### config.mk
export PLATFORM = sky130hd
export DESIGN_NAME = mux2_stream_arbiter
export DESIGN_NICKNAME = d
export VERILOG_FILES = /design/src/rtl/mux2_arb_pkg.sv /design/src/rtl/mux2_out_reg.sv /design/src/rtl/mux2_stream_arbiter.sv
export SDC_FILE = /design/constraint.sdc
export NUM_CORES = 1
export LEC_CHECK = 0
export ABC_AREA = 1
export BUFFER_PORTS_ARGS = -buffer_cell sky130_fd_sc_hd__buf_4
export CAP_MARGIN = 20
export CORE_MARGIN = 4
export CORE_UTILIZATION = 25
export DETAILED_ROUTE_END_ITERATION = 8
export SETUP_SLACK_MARGIN = 0.4
export SLEW_MARGIN = 15
export SYNTH_ARGS = -nofsm -noshare
export SYNTH_HDL_FRONTEND = slang
export SYNTH_SLANG_ARGS = --single-unit
### constraint.sdc
create_clock -name clk -period 3.4 [get_ports clk]
set_clock_uncertainty 0.05 [all_clocks]
set_input_delay 0.34 -clock clk [delete_from_list [all_inputs] [get_ports clk]]
set_output_delay 0.34 -clock clk [all_outputs]
set_load 0.005 [all_outputs]
### src/rtl/mux2_arb_pkg.sv
// Shared types for the two-input packet-aware stream arbiter.
package mux2_arb_pkg;

    typedef enum logic [1:0] {
        IDLE  = 2'd0,
        LOCK0 = 2'd1,
        LOCK1 = 2'd2
    } arb_state_e;

    localparam logic CH0 = 1'b0;
    localparam logic CH1 = 1'b1;

endpackage

### src/rtl/mux2_out_reg.sv
// Purpose: valid/ready output register stage holding data, last and source select.
// Latency: one cycle from load to out_valid.
// Backpressure: contents held stable while out_valid && !out_ready; can_load gates upstream.
module mux2_out_reg #(
    parameter int DATA_W = 8
) (
    input  logic              clk,
    input  logic              rst_n,
    input  logic              load,
    input  logic [DATA_W-1:0] load_data,
    input  logic              load_last,
    input  logic              load_sel,
    output logic              can_load,
    output logic              out_valid,
    output logic [DATA_W-1:0] out_data,
    output logic              out_last,
    output logic              out_sel,
    input  logic              out_ready
);

    assign can_load = !out_valid || out_ready;

    // load is only asserted by the owner while can_load is high
    always_ff @(posedge clk or negedge rst_n) begin
        if (!rst_n) begin
            out_valid <= 1'b0;
            out_data  <= '0;
            out_last  <= 1'b0;
            out_sel   <= 1'b0;
        end else if (load) begin
            out_valid <= 1'b1;
            out_data  <= load_data;
            out_last  <= load_last;
            out_sel   <= load_sel;
        end else if (out_ready) begin
            out_valid <= 1'b0;
        end
    end

endmodule

### src/rtl/mux2_stream_arbiter.sv
// Purpose: round-robin 2:1 packet arbiter; grant locked to one input until its last beat (optional MUX2_ARB_STATS_EN grant counters).
// Latency: one cycle from input acceptance to out_valid; one beat per cycle sustained.
// Backpressure: both readys low while out_valid && !out_ready; non-granted input always stalled.
module mux2_stream_arbiter
    import mux2_arb_pkg::*;
#(
    parameter int DATA_W = 8
`ifdef MUX2_ARB_STATS_EN
    ,
    parameter int CNT_W  = 16
`endif
) (
    input  logic              clk,
    input  logic              rst_n,
    input  logic              in0_valid,
    input  logic [DATA_W-1:0] in0_data,
    input  logic              in0_last,
    output logic              in0_ready,
    input  logic              in1_valid,
    input  logic [DATA_W-1:0] in1_data,
    input  logic              in1_last,
    output logic              in1_ready,
    output logic              out_valid,
    output logic [DATA_W-1:0] out_data,
    output logic              out_last,
    output logic              out_sel,
    input  logic              out_ready
`ifdef MUX2_ARB_STATS_EN
    ,
    output logic [CNT_W-1:0]  grant0_cnt,
    output logic [CNT_W-1:0]  grant1_cnt
`endif
);

    arb_state_e state, state_nxt;
    logic       last_sel, last_sel_nxt;
    logic       grant;
    logic       req_any;
    logic       can_load;
    logic       acc0, acc1;
    logic       load;

    // Idle-state pick: a lone requester wins, contention goes to the one not served last.
    always_comb begin
        req_any = in0_valid || in1_valid;
        grant   = CH0;
        if (in0_valid && in1_valid) begin
            grant = ~last_sel;
        end else if (in1_valid) begin
            grant = CH1;
        end
    end

    assign in0_ready = rst_n && can_load &&
                       ((state == LOCK0) || ((state == IDLE) && req_any && (grant == CH0)));
    assign in1_ready = rst_n && can_load &&
                       ((state == LOCK1) || ((state == IDLE) && req_any && (grant == CH1)));

    assign acc0 = in0_valid && in0_ready;
    assign acc1 = in1_valid && in1_ready;
    assign load = acc0 || acc1;

    always_comb begin
        state_nxt    = state;
        last_sel_nxt = last_sel;
        if (acc0) begin
            if (in0_last) begin
                state_nxt    = IDLE;
                last_sel_nxt = CH0;
            end else begin
                state_nxt    = LOCK0;
            end
        end else if (acc1) begin
            if (in1_last) begin
                state_nxt    = IDLE;
                last_sel_nxt = CH1;
            end else begin
                state_nxt    = LOCK1;
            end
        end
    end

    // last_sel resets to CH1 so in0 wins the first contention
    always_ff @(posedge clk or negedge rst_n) begin
        if (!rst_n) begin
            state    <= IDLE;
            last_sel <= CH1;
        end else begin
            state    <= state_nxt;
            last_sel <= last_sel_nxt;
        end
    end

    mux2_out_reg #(
        .DATA_W (DATA_W)
    ) u_out_reg (
        .clk       (clk),
        .rst_n     (rst_n),
        .load      (load),
        .load_data (acc1 ? in1_data : in0_data),
        .load_last (acc1 ? in1_last : in0_last),
        .load_sel  (acc1 ? CH1 : CH0),
        .can_load  (can_load),
        .out_valid (out_valid),
        .out_data  (out_data),
        .out_last  (out_last),
        .out_sel   (out_sel),
        .out_ready (out_ready)
    );

`ifdef MUX2_ARB_STATS_EN
    // Counted on the last beat so each packet contributes exactly once.
    always_ff @(posedge clk or negedge rst_n) begin
        if (!rst_n) begin
            grant0_cnt <= '0;
            grant1_cnt <= '0;
        end else begin
            if (acc0 && in0_last) grant0_cnt <= grant0_cnt + 1'b1;
            if (acc1 && in1_last) grant1_cnt <= grant1_cnt + 1'b1;
        end
    end
`endif

endmodule

==> report_table.html <==
<table>
<tr><th>Metric</th><th>Value</th></tr>
<tr><th colspan="2">Clocking</th></tr>
<tr><td>Clock network latency to the later pin of the worst-skew pair</td><td>290 ps</td></tr>
<tr><td>Total number of H-tree levels</td><td>1</td></tr>
<tr><td>Root buf cell</td><td>clkbuf_4</td></tr>
<tr><td>CTS Sinks</td><td>14</td></tr>
<tr><td>Number of buffers inserted during clock tree synthesis</td><td>3</td></tr>
<tr><td>Clock Pin Slew Worst Setup and Hold Paths</td><td>80 ps</td></tr>
<tr><td>Resize count post-CTS</td><td>0</td></tr>
<tr><td>TritonCTS clock tree</td><td>done</td></tr>
<tr><td>Maximum count of clock buffers along a single path</td><td>2</td></tr>
<tr><th colspan="2">Worst setup path</th></tr>
<tr><td>Number of cells on the worst reg-to-reg path</td><td>8</td></tr>
<tr><td>Cell type of the slowest stage on the worst timing path</td><td>dlygate4sd3_1</td></tr>
<tr><td>Maximum fanout count along the critical path</td><td>15</td></tr>
<tr><td>Endpoint kind of the worst setup timing path</td><td>flip-flop</td></tr>
<tr><td>CP Launch Type</td><td>input pin</td></tr>
<tr><td>Endpoint arrival time on the critical path</td><td>2390 ps</td></tr>
<tr><td>Path type of the worst setup path</td><td>in -&gt; reg</td></tr>
<tr><td>Crit path largest cell delay</td><td>between 500 and 600 ps</td></tr>
<tr><td>Cells along the critical path</td><td>dlygate4sd3_1 -&gt; buf_4 -&gt; nand2_2 -&gt; nor2_2 -&gt; nand3_2 -&gt; nand2_2 -&gt; inv_2 -&gt; nand2_1 -&gt; nand2_1</td></tr>
<tr><td>WP data required</td><td>3530 ps</td></tr>
<tr><th colspan="2">Route</th></tr>
<tr><td>DRT iter0 DRCs</td><td>51</td></tr>
<tr><td>Vias per Instance</td><td>4.30</td></tr>
<tr><td>Routed wire length</td><td>2100 um</td></tr>
<tr><td>Routed Antenna Nets</td><td>0</td></tr>
<tr><td>DRC violations left</td><td>0</td></tr>
<tr><td>Total number of vias</td><td>792</td></tr>
<tr><td>Per-cell routed wire length</td><td>around 11 um</td></tr>
<tr><td>Detailed-router iteration count before antenna repair</td><td>4</td></tr>
<tr><th colspan="2">Synth</th></tr>
<tr><td>Top-area cell type share of the netlist area</td><td>0.409</td></tr>
<tr><td>Synth Area in Simple Gates</td><td>0.454</td></tr>
<tr><td>Netlist area before placement</td><td>between 700 and 800 um^2</td></tr>
<tr><td>Area share of xor/xnor cells in the synthesized design</td><td>0</td></tr>
<tr><td>Number of register bits inferred by synthesis</td><td>14</td></tr>
<tr><td>Number of standard cells after synthesis</td><td>105</td></tr>
<tr><td>Warnings, synthesis</td><td>0</td></tr>
<tr><td>Sequential-to-total area share from yosys stat</td><td>0.443</td></tr>
<tr><td>Post-synthesis cell type count</td><td>18</td></tr>
<tr><td>Combinational family with the most area after synthesis</td><td>simple AND/OR/NAND/NOR gates</td></tr>
<tr><td>Most area-consuming cells after synthesis</td><td>dfrtp_1, nand2_1, nand4_1</td></tr>
<tr><td>Post-Synth Adder-Cell Area</td><td>0</td></tr>
<tr><td>Cell type contributing the most total cell area after synthesis</td><td>dfrtp_1</td></tr>
<tr><td>Synthesized-area fraction occupied by ao, oa, aoi and oai cells</td><td>0.0173</td></tr>
<tr><td>Mux contribution to synthesized area</td><td>0</td></tr>
<tr><td>Post-synthesis area per instance</td><td>7.57 um^2</td></tr>
<tr><td>Syn nets</td><td>128</td></tr>
<tr><th colspan="2">Timing</th></tr>
<tr><td>Least setup slack across all paths after layout</td><td>1150 ps</td></tr>
<tr><td>Number of failing setup endpoints in the final timing report</td><td>0</td></tr>
<tr><td>Final number of hold-violating endpoints</td><td>0</td></tr>
<tr><td>RSZ-0062 raised after global routing</td><td>no</td></tr>
<tr><td>Fin crit period</td><td>2250 ps</td></tr>
<tr><td>Setup_tns</td><td>0 ps</td></tr>
<tr><td>Share of the clock period used by the worst path after layout</td><td>0.662</td></tr>
<tr><td>Hold WS</td><td>roughly 260 ps</td></tr>
<tr><td>Slew HR</td><td>0.729</td></tr>
<tr><td>Number of pins exceeding their max-slew limit in the final report</td><td>0</td></tr>
<tr><td>Transition time of the tightest slew-check pin</td><td>407 ps</td></tr>
<tr><td>Achievable frequency</td><td>444 MHz</td></tr>
<tr><th colspan="2">Final layout</th></tr>
<tr><td>Fraction of layout instances using a drive strength above 1</td><td>0.371</td></tr>
<tr><td>Register cell area after layout</td><td>352 um^2</td></tr>
<tr><td>Fin nets</td><td>around 160</td></tr>
<tr><td>Number of diodes added for antenna fixing</td><td>0</td></tr>
<tr><td>Utilization of the core after routing</td><td>0.366</td></tr>
<tr><td>Non-filler cells, final</td><td>184</td></tr>
<tr><td>Fin area</td><td>1120 um^2</td></tr>
<tr><td>Multi-input combinational cell area</td><td>374 um^2</td></tr>
<tr><td>Synth-to-layout area growth</td><td>40.5%</td></tr>
<tr><td>FILL cells</td><td>~340</td></tr>
<tr><th colspan="2">Die</th></tr>
<tr><td>Core area</td><td>3050 um^2</td></tr>
<tr><td>Row count</td><td>20</td></tr>
<tr><td>Effective utilization at floorplan</td><td>0.260</td></tr>
<tr><td>Die Footprint</td><td>4140 um^2</td></tr>
<tr><td>Horizontal extent of the die</td><td>64.4 um</td></tr>
<tr><td>Num ports</td><td>36</td></tr>
<tr><td>Die Ht</td><td>64.4 um</td></tr>
<tr><th colspan="2">Placement</th></tr>
<tr><td>I/O Buffers</td><td>35</td></tr>
<tr><td>Worst slack after detailed placement</td><td>1350 ps</td></tr>
<tr><td>Placed Area</td><td>1070 um^2</td></tr>
<tr><td>Routability-driven placement congestion ratio</td><td>0.787</td></tr>
<tr><td>HPWL after DPL</td><td>between 1500 and 2000 um</td></tr>
<tr><td>Post-Place Cells</td><td>between 150 and 200</td></tr>
<tr><th colspan="2">Power and ir drop</th></tr>
<tr><td>Total power of the final layout</td><td>0.756 mW</td></tr>
<tr><td>Leakage power of the design</td><td>roughly 0.62 nW</td></tr>
<tr><td>Ratio of total power to cell area</td><td>just under 700 nW/um^2</td></tr>
<tr><td>Max rail drop VDD</td><td>between 0.00015 and 0.0002 V</td></tr>
<tr><th colspan="2">Global routing</th></tr>
<tr><td>Wire length of the first global-routing pass</td><td>3550 um</td></tr>
<tr><td>Pin count of the biggest net entering global routing</td><td>16</td></tr>
<tr><td>Via count of the first global-routing pass</td><td>802</td></tr>
<tr><td>Aggregate global routing overflow</td><td>0</td></tr>
<tr><td>Antenna violations before repair</td><td>0</td></tr>
<tr><td>Overall fraction of global-route tracks in use</td><td>0.113</td></tr>
<tr><th colspan="2">Worst hold path</th></tr>
<tr><td>Kind of path behind the tightest hold check</td><td>in -&gt; reg</td></tr>
<tr><td>Worst Hold Depth</td><td>4</td></tr>
<tr><th colspan="2">Job</th></tr>
<tr><td>Maximum Capacitance Violations</td><td>0</td></tr>
<tr><th colspan="2">Outcome</th></tr>
<tr><td>Run status</td><td>completed</td></tr>
</table>
[worst max-delay path: cells and delay by family]
| family | cells | cell delay (ps) |
|---|---|---|
| buf+inv | 3 | 880 |
| simple gates | 6 | 1160 |
[worst paths after layout]
check | slack, ps | startpoint | end
worst max-delay path | 1150 | rst_n | u_out_reg.out_data[4]
worst min-delay path | 260 | in0_last | last_sel
worst max register to register | 1510 | u_out_reg.out_valid | u_out_reg.out_data[4]
worst min register to register | 440 | u_out_reg.out_data[0] | u_out_reg.out_data[0]
max in group asynchronous | 2670 | rst_n | last_sel
min in group asynchronous | 390 | rst_n | u_out_reg.out_sel
[area by class of cell]
| type | instances | area share |
|---|---|---|
| tap | 44 | 0.0493 |
| timing repair buffer | 36 | 0.244 |
| multi-input combinational | 79 | 0.335 |
| sequential | 14 | 0.315 |
| inverter | 7 | 0.0235 |
| clock buffer | 4 | 0.0325 |
[metal layers]
layer / wire length (um) / GRT usage / up-vias / part of all wire
met1: 846 / 0.140 / 352 / 0.40
met5: 0 / 0 / - / 0
met4: 70 / 0.0792 / 0 / 0.033
met3: 212 / 0.0351 / 5 / 0.10
li1: - / - / 401 / -
met2: 974 / 0.164 / 34 / 0.46
[cells in the mapped netlist]
cell type,instances
nand2_1,53
dfrtp_1,13
nand4_1,10
inv_1,5
nand2_2,4
nand3_2,3
and2_1,2
buf_4,2
buf_6,2
inv_2,2
nor2_1,2
a21oi_1,1
buf_2,1
dfstp_2,1
nor2_2,1
nor2_4,1
o21ai_2,1
or2_1,1
[logic make-up after synthesis]
group | Yosys count
compound gates | 2
buf+inv | 12
flops | 14
simple gates | 77
[placed cells by master (no fill, tap or decap), types with 2 or more instances in the layout]
master,instances
nand4_1,10
nand3_2,3
buf_4,35
inv_1,5
nand2_2,4
nand2_1,53
dfrtp_1,13
nor2_1,2
clkbuf_4,3
and2_1,2
inv_2,2
[repair_timing]
action                                 in CTS  in global routing
hold buffers                                1                  0
setup buffers                               0                  0
endpoints found under the hold margin      13                  0
[where the power goes]
| part | switching [mW] | internal [mW] |
|---|---|---|
| registers | 0.0462 | 0.246 |
| clock network | 0.0554 | 0.0653 |
| logic | 0.178 | 0.165 |
| total | 0.280 | 0.476 |
[registers in the layout, summed over array words and instances, names as in the netlist]
signal               cells
u_out_reg.out_sel        1
state                    2
u_out_reg.out_last       1
u_out_reg.out_valid      1
u_out_reg.out_data       8
last_sel                 1
Note: power is estimated with default switching activity, not from simulation.
